File: config.mk
export PLATFORM = sky130hd
export DESIGN_NAME = pc_sequencer
export DESIGN_NICKNAME = d
export VERILOG_FILES = /design/src/rtl/pc_sequencer.sv
export SDC_FILE = /design/constraint.sdc
export NUM_CORES = 1
export LEC_CHECK = 0
export ABC_AREA = 1
export ABC_CLOCK_PERIOD_IN_PS = 6650
export CORE_MARGIN = 3
export CORE_UTILIZATION = 53
export CTS_BUF_LIST = sky130_fd_sc_hd__clkbuf_16
export DETAILED_ROUTE_END_ITERATION = 10
export GPL_TIMING_DRIVEN = 0
export PLACE_DENSITY = 0.9
export SLEW_MARGIN = 30
export SYNTH_ARGS = -nofsm -noshare
export SYNTH_HDL_FRONTEND = slang
export SYNTH_SLANG_ARGS = --single-unit
File: constraint.sdc
create_clock -name clk -period 6.65 [get_ports clk]
set_clock_uncertainty 0.1 [all_clocks]
set_input_delay 1.995 -clock clk [delete_from_list [all_inputs] [get_ports clk]]
set_output_delay 1.995 -clock clk [all_outputs]
set_load 0.02 [all_outputs]
File: src/rtl/pc_sequencer.sv
// rtl/pc_sequencer.sv - word-addressed program counter with boot/run/halt sequencing
// and an optional single branch delay slot.
module pc_sequencer #(
  parameter logic [29:0] RESET_VECTOR = 30'h0000_0000,
  parameter int          DELAY_SLOT   = 1
) (
  input  logic        clk,
  input  logic        reset,
  input  logic        stall,
  input  logic        halt,
  input  logic        branch_taken,
  input  logic [29:0] branch_offset,
  input  logic        jump,
  input  logic [25:0] jump_target,
  input  logic        jump_reg,
  input  logic [31:0] reg_target,
  output logic [29:0] pc,
  output logic [31:0] pc_byte,
  output logic [29:0] pc_plus1,
  output logic        fetch_valid,
  output logic        redirect_pending,
  output logic        misaligned,
  output logic [1:0]  state
);

  localparam logic [1:0] ST_BOOT = 2'b00;
  localparam logic [1:0] ST_RUN  = 2'b01;
  localparam logic [1:0] ST_HALT = 2'b10;

  logic [1:0]  state_q, state_d;
  logic [29:0] pc_q, pc_d;
  logic [29:0] tgt_q, tgt_d;
  logic        pend_q, pend_d;
  logic        mis_q, mis_d;

  logic        redirect;
  logic [29:0] target;

  assign pc_plus1 = pc_q + 30'd1;

  // Only the highest-priority redirect contributes a target.
  always_comb begin
    redirect = jump_reg | jump | branch_taken;
    if (jump_reg) begin
      target = reg_target[31:2];
    end else if (jump) begin
      target = {pc_plus1[29:26], jump_target};
    end else begin
      target = pc_plus1 + branch_offset;
    end
  end

  always_comb begin
    state_d = state_q;
    pc_d    = pc_q;
    tgt_d   = tgt_q;
    pend_d  = pend_q;
    mis_d   = mis_q;
    case (state_q)
      ST_BOOT: state_d = ST_RUN;
      ST_RUN: begin
        if (halt) begin
          state_d = ST_HALT;
          pend_d  = 1'b0;
          tgt_d   = 30'd0;
        end else if (!stall) begin
          if (pend_q) begin
            // Delay slot has issued; any redirect presented now is dropped.
            pc_d   = tgt_q;
            pend_d = 1'b0;
          end else if (redirect) begin
            if (jump_reg && (reg_target[1:0] != 2'b00)) begin
              mis_d = 1'b1;
            end
            if (DELAY_SLOT != 0) begin
              pc_d   = pc_plus1;
              pend_d = 1'b1;
              tgt_d  = target;
            end else begin
              pc_d = target;
            end
          end else begin
            pc_d = pc_plus1;
          end
        end
      end
      ST_HALT: state_d = ST_HALT;
      default: state_d = ST_HALT;
    endcase
  end

  always_ff @(posedge clk or posedge reset) begin
    if (reset) begin
      state_q <= ST_BOOT;
      pc_q    <= RESET_VECTOR;
      tgt_q   <= 30'd0;
      pend_q  <= 1'b0;
      mis_q   <= 1'b0;
    end else begin
      state_q <= state_d;
      pc_q    <= pc_d;
      tgt_q   <= tgt_d;
      pend_q  <= pend_d;
      mis_q   <= mis_d;
    end
  end

  assign pc               = pc_q;
  assign pc_byte          = {pc_q, 2'b00};
  assign fetch_valid      = (state_q == ST_RUN);
  assign redirect_pending = pend_q;
  assign misaligned       = mis_q;
  assign state            = state_q;

endmodule

# Word-level counts from Yosys, hierarchy flattened
# Index checks and enable logic that the tools add are counted.
[word_totals]
reg_bits = 64
elab_cells = 37
out_inout_bits = 97
input_bits = 95
[op_classes]
mux = 13
n_reduce_logical = 8
bitwise = 5
add_sub_neg = 2
n_eq_ne = 4
[op_table]
columns = ["operator", "count"]
rows = [
  ["30-bit 2-to-1 mux", 7],
  ["30-bit by 1-bit adder with 30-bit output (second input constant)", 1],
  ["30-bit adder", 1],
  ["6-bit AND reduction", 1],
  ["1-bit 2-to-1 mux", 4],
  ["2-bit inequality test (second input constant)", 2],
  ["2-bit one-hot mux with 2 select lines", 1],
  ["4-bit AND reduction", 1],
  ["2-bit nonzero test", 2],
  ["1-bit inverter", 3],
  ["3-bit AND reduction", 1],
  ["2-bit by 1-bit equality test with 1-bit output (second input constant)", 1],
  ["2-bit zero test", 1],
  ["2-bit 2-to-1 mux", 1],
  ["2-bit by 1-bit inequality test with 1-bit output (second input constant)", 1],
  ["1-bit OR", 2],
  ["2-bit AND reduction", 1],
  ["1-bit logical AND", 1],
]

# Logic depth before layout (Yosys ltp)
# Gate-level depths: netlist (run 1).
[logic_depth]
ltp_word = 8
depth_mapped = 26
depth_no_buf = 26

# Worst setup path after synthesis (run 1)
# Ideal clock, no wire load.
[synth_timing]
path_kind = "register to output"
from = "register pc_q[0] (netlist: pc[0])"
to = "output pc_plus1[14]"
required_time_ns = 4.555
setup_slack_ns = 2.692
path_stages_with_launch = 9
arrival_time_ns = 1.863
cell_sequence = "dfrtp_1 > ha_1 > nand3_1 > nor2_1 > inv_2 > nor2_4 > nand2_4 > nor2_1 > xor2_1"
[synth_between]
elab_chain_len = 1
[synth_rtl]
columns = ["element", "line", "source"]
rows = [
  ["start, declared", "31", "logic [29:0] pc_q, pc_d;"],
  ["start signal, assigned", "101", "pc_q <= pc_d;"],
  ["30-bit by 1-bit adder with 30-bit output", "39", "assign pc_plus1 = pc_q + 30'd1;"],
  ["end, declared", "19", "output logic [29:0] pc_plus1,"],
]
# No other way between the ends.

# Final worst setup path (run 1)
# Ends and elaborated chain as after synthesis.

==> metrics.yaml, run 1 <==
run_status:
  outcome: "completed"
cells_and_area:
  nets: 1380
  drive_gt1_frac: 0.07092
  synthToLayoutAreaGrowth_pct: 36.98
critical_path:
  critPathKind: "reg -> out"
  r2r_start: "pc[0]"
  cp.arrival_ps: 3010
  r2r_slack_ps: 2940
  rr_worst_depth: 20
  cp-end-kind: "output pin"
  path_max_fanout: 7
  crit_path_start_kind: "flop"
  r2r-end: "tgt_q[23]"
  required_ps: 4550
global_routing:
  grt_use_total: 0.3463
  first_global_vias: 7261
  grt_pass1_wl_um: 36120
  gr-total-overflow: 0
  antenna_found_initial: 1
  grt_max_degree: 45
routing:
  ant_nets: 0
  vias: 7774
  viasPerCell: 5.557
  routed_wl_um: 23400
  wire_per_inst_um: 16.73
  drt-initial-drc-count: 791
  first_pass_iters: 6
  drc_errors: 0
clocking:
  cts_resized: 0
  clkLatencyLatePin_ps: 340
  clock_path_buffers: 2
  cts_hold_buf: 0
  postCtsSetupBuffers: 0
  cts_max_level: 3
  path_clk_slew_ps: 60
  cts_tree: "yes"
  cts_root_buffer: "clkbuf_16"
  cts_buffers: 9
  cts_sinks: 64
sta:
  fmax_mhz: 195.7
  hold_viol: 0
  rsz0062_at_grt: "no"
  worstMarginPinSlew_ps: 649.0
  hold_ws_ps: 379.0
  finalCritPeriodShare: 0.7682
  setup_violations: 0
  finalSetupTns_ps: 0
  slew_headroom: 0.5659
  fin_ws_ps: 1541
  post-route-min-period_ps: 5109
  finalMaxSlewViolations: 0
logic_synthesis:
  yosysUniqueCellTypes: 39
  synth_warnings: 0
  synth_seq_cells: 64
  synth_cells: 1050
  avgSynthCellArea_sq_um: 6.123
  ys_seq_area_frac: 0.2491
  netlist_area_sq_um: 6429
floorplanning:
  dieWidth_um: 116.1
  initial_core_util: 0.5535
  die_h_um: 116.1
  pin_count: 192
  fp.coreArea_sq_um: 11610
  rows: 39
  die_area_sq_um: 13490
hold_path:
  hold_depth: 1
  hold_class: "reg -> reg"
  whs_endpoint: "state[0]"
  worstHoldStart: "state[1]"
power_and_ir_drop:
  p_leak_nw: 4.512
  power.total_mw: 2.922
  power_density_nw_per_um2: 331.8
  peakVddDrop_uv: 158.3
placed_design:
  pre_cts_slack_ps: 1973
  port_buffers: 187
  dp_hpwl_um: 19060
  gp_congestion: 1.053
job:
  drv_cap: 0
==> worst max-delay path: stages (launching register included) <==
cell and delay, ps:
dfrtp_1 480, ha_1 240, nand3_1 110, nor2_1 220, inv_2 90, nor2_4 160, nand2_4 100, nor2_1 130
xor2_1 430, clkdlybuf4s50_1 710
==> synth_stat cells <==
cell type / instances / share of area
nand2_1: 309 / 0.18
inv_1: 143 / 0.083
nor2_1: 117 / 0.068
o21ai_0: 69 / 0.054
a21oi_1: 65 / 0.051
dfrtp_1: 64 / 0.25
nand3_1: 57 / 0.044
buf_4: 35 / 0.041
ha_1: 34 / 0.066
xor2_1: 22 / 0.030
clkbuf_1: 18 / 0.011
o22ai_1: 17 / 0.017
nor3_1: 13 / 0.010
buf_2: 9 / 0.0070
nand2_2: 8 / 0.0078
nand4_1: 8 / 0.0078
o211ai_1: 8 / 0.0093
nor2_2: 7 / 0.0068
nor2_4: 6 / 0.011
o21bai_1: 6 / 0.0070
xnor2_1: 6 / 0.0082
and3_1: 3 / 0.0029
clkinv_1: 3 / 0.0018
inv_2: 3 / 0.0018
a21o_1: 2 / 0.0023
and2_1: 2 / 0.0019
nand3b_1: 2 / 0.0023
o21ai_1: 2 / 0.0016
o31ai_1: 2 / 0.0023
a31oi_1: 1 / 0.00097
buf_1: 1 / 0.00058
conb_1: 1 / 0.00058
fa_1: 1 / 0.0031
mux2i_1: 1 / 0.0016
nand2_4: 1 / 0.0018
nand3_2: 1 / 0.0016
nor3_2: 1 / 0.0016
o21ai_2: 1 / 0.0014
o311ai_1: 1 / 0.0014
==> power breakdown <==
| group | switching, mW | internal (mW) | total [mW] |
|---|---|---|---|
| logic | 1.08 | 0.759 | 1.84 |
| registers | 0.125 | 0.487 | 0.612 |
| clock network | 0.182 | 0.289 | 0.471 |
| total | 1.39 | 1.54 | 2.92 |
==> layout by cell type, fill, tap and decap left out, types with 2 or more instances in the layout <==
cell	synthesis	layout
a21o_1	2	2
a21oi_1	65	65
and2_1	2	2
and3_1	3	3
buf_2	9	9
buf_4	35	35
clkbuf_1	18	18
clkbuf_16	0	9
clkdlybuf4s50_1	0	187
clkinv_1	3	4
clkinvlp_4	0	4
conb_1	1	2
dfrtp_1	64	64
ha_1	34	34
inv_1	143	142
inv_2	3	3
nand2_1	309	309
nand2_2	8	8
nand3_1	57	57
nand3b_1	2	2
nand4_1	8	8
nor2_1	117	117
nor2_2	7	7
nor2_4	6	6
nor3_1	13	13
o211ai_1	8	8
o21ai_0	69	69
o21ai_1	2	2
o21bai_1	6	6
o22ai_1	17	17
o31ai_1	2	2
xnor2_1	6	6
xor2_1	22	22
==> routing by layer <==
layer | part of all wire | track usage | vias up
met2 | 0.47 | 0.5765 | 442
met1 | 0.39 | 0.4487 | 3534
li1 | - | - | 3720
met4 | 0.041 | 0.1609 | 0
met5 | 0 | 0 | -
met3 | 0.093 | 0.04508 | 78
==> area by class of cell <==
type | instances | area [sq um]
Timing Repair Buffer | 188 | 1892
Sequential cell | 64 | 1602
Fill cell | 918 | 2808
Multi-Input combinational cell | 775 | 3892
Buffer | 63 | 379.1
Clock inverter | 7 | 72.57
Antenna cell | 1 | 2.502
Tap cell | 143 | 178.9
Clock buffer | 9 | 225.2
Inverter | 149 | 561.8
==> kinds of logic after synthesis <==
| kind of cell | count (synthesis) | synth area share |
|---|---|---|
| simple gates | 535 | 0.3482 |
| buf+inv | 212 | 0.1460 |
| compound gates | 174 | 0.1471 |
| flops | 64 | 0.2491 |
| fa+ha+maj | 35 | 0.06929 |
| xor+xnor | 28 | 0.03815 |
| other cells | 1 | 0.0005833 |
| mux | 1 | 0.001557 |
==> registers in the layout, indices dropped and copies added (netlist names) <==
register and count:
misaligned 1, pc 30, redirect_pending 1, state 2
tgt_q 30
==> through the flow <==
stage,util,area [sq um],instances
final,0.7582,8806,1399
after global routing,0.7582,8806,1399
after CTS,0.7580,8803,1398
after detailed placement,0.7324,8506,1382
after global placement,0.7304,8483,1381
after floorplan,-,6432,1051
==> worst max path at each step <==
stage,to,slack (ps),start,cells after the start
floorplan,pc_plus1[14],2690,pc[0],8
global placement,tgt_q[6],1860,reset,2
detailed placement,pc_plus1[14],1970,pc[0],9
CTS,pc_plus1[14],1610,pc[0],9
global route,pc_plus1[14],1370,pc[0],9
finish,pc_plus1[14],1540,pc[0],9
(Power assumes the default switching activity.)
==> run 2: changes to the inputs <==
--- a/config.mk
+++ b/config.mk
@@ -6,13 +6,13 @@
 export NUM_CORES = 1
 export LEC_CHECK = 0
 export ABC_AREA = 1
-export ABC_CLOCK_PERIOD_IN_PS = 6650
+export ABC_CLOCK_PERIOD_IN_PS = 4100
 export CORE_MARGIN = 3
-export CORE_UTILIZATION = 53
+export CORE_UTILIZATION = 44
 export CTS_BUF_LIST = sky130_fd_sc_hd__clkbuf_16
 export DETAILED_ROUTE_END_ITERATION = 10
 export GPL_TIMING_DRIVEN = 0
-export PLACE_DENSITY = 0.9
+export PLACE_DENSITY = 0.79
 export SLEW_MARGIN = 30
 export SYNTH_ARGS = -nofsm -noshare
 export SYNTH_HDL_FRONTEND = slang
==> constraint.sdc (replaced) <==
create_clock -name clk -period 4.1 [get_ports clk]
set_clock_uncertainty 0.1 [all_clocks]
set_input_delay 1.23 -clock clk [delete_from_list [all_inputs] [get_ports clk]]
set_output_delay 1.23 -clock clk [all_outputs]
set_load 0.02 [all_outputs]
==> run 2 against run 1 <==
Effect of this change: total power up 60%; utilization down 13 points; register-to-register slack worse by 2400 ps; first-iteration DRC count down 14%; count of clock-buffer cells in the layout unchanged; combinational power up 61%; design area up 0.55%; worst setup slack worse by 1500 ps; global-route usage down 6.2 points; wire length down 0.95%; critical endpoint is now pc_plus1[8].
==> metrics.yaml, run 2 (same netlist as run 1, synthesis figures left out) <==
power_and_ir_drop:
  peakVddDrop_uv: 207.8  # +31%
  switchingPower_mw: 2.205  # +59%
  power_frac_clock: 0.154  # -0.007
  power_density_nw_per_um2: 528.2  # +59%
  p_leak_nw: 4.582  # +1.6%
  p_int_mw: 2.472  # +61%
  power.total_mw: 4.677  # +60%
  sw_frac_of_total: 0.4715  # -0.003058
  p_comb_frac: 0.634  # +0.005
  seq_power_share: 0.212  # +0.003
floorplanning:
  dieWidth_um: 126.9  # +9.2%
  pin_count: 192  # unchanged
  die_area_sq_um: 16100  # +19%
  initial_core_util: 0.4561  # -0.09748
  die_h_um: 126.9  # +9.2%
  fp.coreArea_sq_um: 14100  # +21%
  rows: 43  # +10%
run_status:
  outcome: "completed"
routing:
  drc_errors: 0  # unchanged
  viasPerCell: 5.124  # -7.8%
  vias: 7342  # -5.6%
  routed_wl_um: 23180  # -0.95%
  drt-initial-drc-count: 683  # -14%
  first_pass_iters: 6  # unchanged
  wire_per_inst_um: 16.18  # -3.3%
  ant_nets: 0  # unchanged
sta:
  finalSetupTns_ps: 0  # unchanged
  worstMarginPinSlew_ps: 641.0  # -7.921 ps
  rsz0062_at_grt: "no"
  fmax_mhz: 249.4
  finalMaxSlewViolations: 0  # unchanged
  post-route-min-period_ps: 4009
  hold_ws_ps: 368.5  # -10.45 ps
  setup_violations: 0  # unchanged
  fin_ws_ps: 90.64  # -1451 ps
  slew_headroom: 0.5726  # +0.006748
  hold_viol: 0  # unchanged
  finalCritPeriodShare: 0.9779
placed_design:
  dpl.cell_count: 1419  # +2.7%
  gp_congestion: 0.9383  # -11%
  port_buffers: 187  # unchanged
  dpl-instance-area_sq_um: 8552  # +0.54%
  pre_cts_slack_ps: 145.5  # -1828 ps
  dp_hpwl_um: 19450  # +2.0%
cells_and_area:
  multi_input_area_sq_um: 3908  # +0.39%
  final_common_cell: "nand2_1"
  synthToLayoutAreaGrowth_pct: 37.74
  fill_cells: 1360  # +48%
  nets: 1380  # unchanged
  mostFrequentLayoutCells: "309 x nand2_1, 178 x clkdlybuf4s50_1, 142 x inv_1"
  final_area_sq_um: 8855  # +0.55%
  regArea_sq_um: 1603  # about the same
  drive_gt1_frac: 0.07103  # +0.0001132
  fin_cells: 1433  # +2.4%
  diodes: 0  # -1
  final_util: 0.6282  # -0.1301
global_routing:
  grt_max_degree: 35  # -22%
  first_global_vias: 6914  # -4.8%
  grt_use_total: 0.2845  # -0.06188
  gr-total-overflow: 0  # unchanged
  antenna_found_initial: 0  # -1
  grt_pass1_wl_um: 36050  # -0.21%
clocking:
  cts_max_level: 3  # unchanged
  cts_hold_buf: 0  # unchanged
  clkLatencyLatePin_ps: 340  # about the same
  cts_tree: "yes"
  cts_buffers: 9  # unchanged
  cts_sinks: 64  # unchanged
  postCtsSetupBuffers: 0  # unchanged
  path_clk_slew_ps: 50  # about the same
  cts_root_buffer: "clkbuf_16"
  clock_path_buffers: 2  # unchanged
critical_path:
  cp_slowest_cell: "clkdlybuf4s50_1"
  critPathKind: "reg -> out"
  cp_top_family: "buffers and inverters"
  crit_top_cell: "nand3_1"
  cp.arrival_ps: 2680  # -330 ps
  max_stage_delay_ps: 720  # about the same
  crit_chain: "ha_1 -> nand3_1 -> nor2_1 -> nand3_1 -> xor2_1 -> clkdlybuf4s50_1"
  required_ps: 2770  # -1780 ps
  cp-end-kind: "output pin"
  crit_path_start_kind: "flop"
  crit_buf_inv: 1  # -1
  path_max_fanout: 5  # -2
hold_path:
  hold_class: "reg -> reg"
job:
  drv_cap: 0  # unchanged
## run 2: changes by cell type in the layout (fill, tap and decap cells not counted)
cell,before,now
clkdlybuf4s50_1,187,178
dlymetal6s2s_1,0,6
clkinvlp_4,4,1
dlygate4sd2_1,0,3
xor2_1,22,20
xor2_2,0,2
clkinv_1,4,5
clkinv_2,0,1
clkinv_4,1,0
dfrtp_1,64,63
dfrtp_2,0,1
diode_2,1,0
## run 2: routing by layer
layer / share of wire / routed length [um] / GRT usage
met4: 0.028 / 654 / 0.1003
met3: 0.076 / 1773 / 0.03453
met5: 0 / 0 / 0
met2: 0.47 / 11000 / 0.4767
met1: 0.42 / 9751 / 0.3789
## run 2: worst paths after layout
kind	start	to	slack, ps	depth (start not counted)
setup / recovery	pc[1]	pc_plus1[8]	90	6
hold / removal	state[1]	state[0]	370	1
setup reg to reg	pc[1]	tgt_q[24]	500	20
hold reg to reg	state[1]	state[0]	370	1
max in group asynchronous	reset	tgt_q[1]	2240	3
min in group asynchronous	reset	pc[19]	1150	2
## run 2: worst register-to-register path, delay by kind of cell, from the launching register on
kind                     cells  cell delay (ps)
adder cells (fa/ha/maj)      2              640
flip-flops                   1              430
buffers and inverters        3              400
XOR/XNOR                     1              140
AND/OR/NAND/NOR             14             1790
## run 2: area by class of cell
cell class | count | area share
buffer | 63 | 0.04281
clock buffer | 9 | 0.02543
clock inverter | 5 | 0.005652
inverter | 149 | 0.06345
multi-input combinational | 775 | 0.4413
sequential | 64 | 0.1810
tap | 180 | 0.02543
timing repair buffer | 188 | 0.2149
## run 2: timing repair
action                                  CTS  global route
gates resized for setup                   5             7
pin swaps                                 0             0
hold endpoints to repair                  0             0
endpoints found under the setup margin    8             7
## run 2: power groups by stage
stage / registers (mW) / logic (mW) / clock network (mW)
floorplan: 1.06 / 1.71 / 0
detailed placement: 0.991 / 2.93 / 0
global placement: 0.986 / 2.90 / 0
CTS: 0.985 / 2.94 / 0.730
finish: 0.992 / 2.96 / 0.722
global route: 1.02 / 3.24 / 0.757
==> run 3: changes to the inputs <==
--- a/config.mk
+++ b/config.mk
@@ -8,9 +8,10 @@
 export ABC_AREA = 1
 export ABC_CLOCK_PERIOD_IN_PS = 4100
 export CORE_MARGIN = 3
-export CORE_UTILIZATION = 44
+export CORE_UTILIZATION = 59
 export CTS_BUF_LIST = sky130_fd_sc_hd__clkbuf_16
 export DETAILED_ROUTE_END_ITERATION = 10
+export DONT_BUFFER_PORTS = 1
 export GPL_TIMING_DRIVEN = 0
 export PLACE_DENSITY = 0.79
 export SLEW_MARGIN = 30
==> run 3 against run 2 <==
Effect of this change: utilization is 4.0 points higher; global-route usage is 7.0 points higher; critical path type is now reg -> reg; count of clock-buffer cells in the layout stayed put; final cell count is 16% lower; sequential share of layout area is 4.9 points higher.
==> metrics.yaml, run 3 (same netlist as run 1, synthesis figures left out) <==
floorplanning:
  pin_count: 192  # unchanged
  die_area_sq_um: 12180  # -24%
  die_h_um: 110.4  # -13%
  dieWidth_um: 110.4  # -13%
  rows: 37  # -14%
  fp.coreArea_sq_um: 10460  # -26%
  initial_core_util: 0.6144  # +0.1584
cells_and_area:
  final_common_cell: "nand2_1"
  final_area_sq_um: 6988  # -21%
  drive_gt1_frac: 0.08810  # +0.01707
  synthToLayoutAreaGrowth_pct: 8.700
  nets: 1193  # -14%
  mostFrequentLayoutCells: "309 x nand2_1, 143 x inv_1, 116 x nor2_1"
  fin_cells: 1205  # -16%
  fill_cells: 1027  # -24%
hold_path:
  hold_class: "reg -> reg"
job:
  drv_cap: 0  # unchanged
critical_path:
  required_ps: 4220  # +1450 ps
  cp_slowest_cell: "dfrtp_2"
  cp-end-kind: "flop"
  crit_path_start_kind: "flop"
  crit_buf_inv: 1  # unchanged
  cp.arrival_ps: 3950  # +1270 ps
  critPathKind: "reg -> reg"
  crit_chain: "ha_1 -> nand3_1 -> nor2_1 -> inv_2 -> nor2_4 -> nand2_4 -> nor2_1 -> xor2_4 -> ha_1 -> nand2_1 -> nand2_1 -> nand2_1 -> nand2_1 -> nand2_1 -> nand2_1 -> nand2_1 -> nand2_1 -> a21oi_1 -> nand2_1 -> nand3_1 -> nand2_1 -> nand2_1 -> nand2_1"
  crit_top_cell: "nand2_1"
  path_max_fanout: 7  # +2
  max_stage_delay_ps: 500  # -220 ps
  cp_top_family: "simple AND/OR/NAND/NOR gates"
clocking:
  clock_path_buffers: 2  # unchanged
  cts_max_level: 3  # unchanged
  clkLatencyLatePin_ps: 330  # about the same
  postCtsSetupBuffers: 0  # unchanged
  cts_sinks: 64  # unchanged
  cts_buffers: 9  # unchanged
  cts_root_buffer: "clkbuf_16"
  path_clk_slew_ps: 60  # about the same
  cts_tree: "yes"
global_routing:
  grt_use_total: 0.3541  # +0.06964
  grt_max_degree: 43  # +23%
  antenna_found_initial: 1  # +1
  first_global_vias: 6298  # -8.9%
  gr-total-overflow: 0  # unchanged
  grt_pass1_wl_um: 32510  # -9.8%
routing:
  drt-initial-drc-count: 644  # -5.7%
  first_pass_iters: 6  # unchanged
  vias: 6780  # -7.7%
  ant_nets: 0  # unchanged
  drc_errors: 0  # unchanged
  wire_per_inst_um: 17.84  # +10%
  routed_wl_um: 21500  # -7.2%
  viasPerCell: 5.627  # +9.8%
sta:
  fmax_mhz: 260.9  # +4.6%
  slew_headroom: 0.3715  # -0.2011
  finalMaxSlewViolations: 0  # unchanged
  post-route-min-period_ps: 3833  # -176.6 ps
  setup_violations: 0  # unchanged
  worstMarginPinSlew_ps: 939.5  # +298.5 ps
  finalCritPeriodShare: 0.9348  # -0.04306
  hold_viol: 0  # unchanged
placed_design:
  dpl-instance-area_sq_um: 6625  # -23%
  port_buffers: 0  # -100%
  gp_congestion: 0.9831  # +4.8%
  dp_hpwl_um: 17740  # -8.8%
  dpl.cell_count: 1188  # -16%
power_and_ir_drop:
  power_density_nw_per_um2: 592.8  # +12%
  peakVddDrop_uv: 383.6  # +85%
  power.total_mw: 4.142  # -11%
  p_leak_nw: 3.815  # -17%
  switchingPower_mw: 2.125  # -3.6%
  p_comb_frac: 0.538  # -0.096
  seq_power_share: 0.271  # +0.059
  power_frac_clock: 0.191  # +0.037
  p_int_mw: 2.017  # -18%
  sw_frac_of_total: 0.5131  # +0.04155
run_status:
  outcome: "completed"
[run 3: cell types whose count changed in the layout (fill, tap and decap cells not counted), moves of 2 or more]
cell,previous run,this run
clkdlybuf4s50_1,178,0
diode_2,0,2
dlygate4sd2_1,3,0
dlymetal6s2s_1,6,0
[run 3: area by class of cell]
class | count | area, sq um | area share
flip-flops and latches | 64 | 1604 | 0.2295
clock inverters | 6 | 76.32 | 0.01092
clock buffers | 9 | 225.2 | 0.03223
well taps | 136 | 170.2 | 0.02435
inverters | 149 | 561.8 | 0.08039
diodes | 2 | 5.005 | 0.0007162
repair buffers | 1 | 20.02 | 0.002865
plain buffers | 63 | 379.1 | 0.05425
multi-input cells | 775 | 3946 | 0.5647
[run 3: power groups by stage]
| stage | registers, mW | clock network, mW | logic, mW |
|---|---|---|---|
| finish | 1.12 | 0.790 | 2.23 |
| global route | 1.15 | 0.818 | 2.48 |
| CTS | 1.11 | 0.782 | 2.18 |
| detailed placement | 1.12 | 0 | 2.16 |
| global placement | 1.11 | 0 | 2.14 |
| floorplan | 1.06 | 0 | 1.71 |
[run 3: worst paths after layout]
path                       startpoint   endpoint  slack [ps]  depth (start not counted)
setup / recovery                pc[0]  tgt_q[29]         270                         23
hold / removal               tgt_q[5]   tgt_q[5]         390                          2
setup reg to reg                pc[0]  tgt_q[29]         270                         23
hold reg to reg              tgt_q[5]   tgt_q[5]         390                          2
max in group asynchronous       reset  tgt_q[26]        2760                          2
min in group asynchronous       reset     pc[27]         630                          1
[run 3: per-layer routing]
layer,vias up,share of wire,wire length [um],GRT usage
met5,-,0,0,0
met3,57,0.098,2101,0.08853
met1,3064,0.41,8851,0.4587
li1,3329,-,-,-
met4,0,0.037,789,0.1460
met2,330,0.45,9758,0.5646
[run 3: what timing repair did]
item,CTS,global route
resized for setup,1,9
setup endpoints to repair,1,15
hold buffers,0,0
[run 3: worst min-delay path, cell delays in order (launching register included)]
cell and delay (ps):
dfrtp_1 350, nand2_1 60, nand2_1 50
[run 3: per-stage QoR]
| step | setup TNS, ps | setup WS [ps] | hold WS [ps] | util |
|---|---|---|---|---|
| after floorplan | 0 | 823.3 | 343.6 | - |
| after global placement | 0 | 41.47 | 359.4 | 0.6311 |
| after detailed placement | -2.119 | -2.119 | 364.3 | 0.6332 |
| after CTS | 0 | 106.9 | 382.4 | 0.6628 |
| after global routing | -18.34 | -18.34 | 406.6 | 0.6674 |
| final | 0 | 267.2 | 388.5 | 0.6679 |
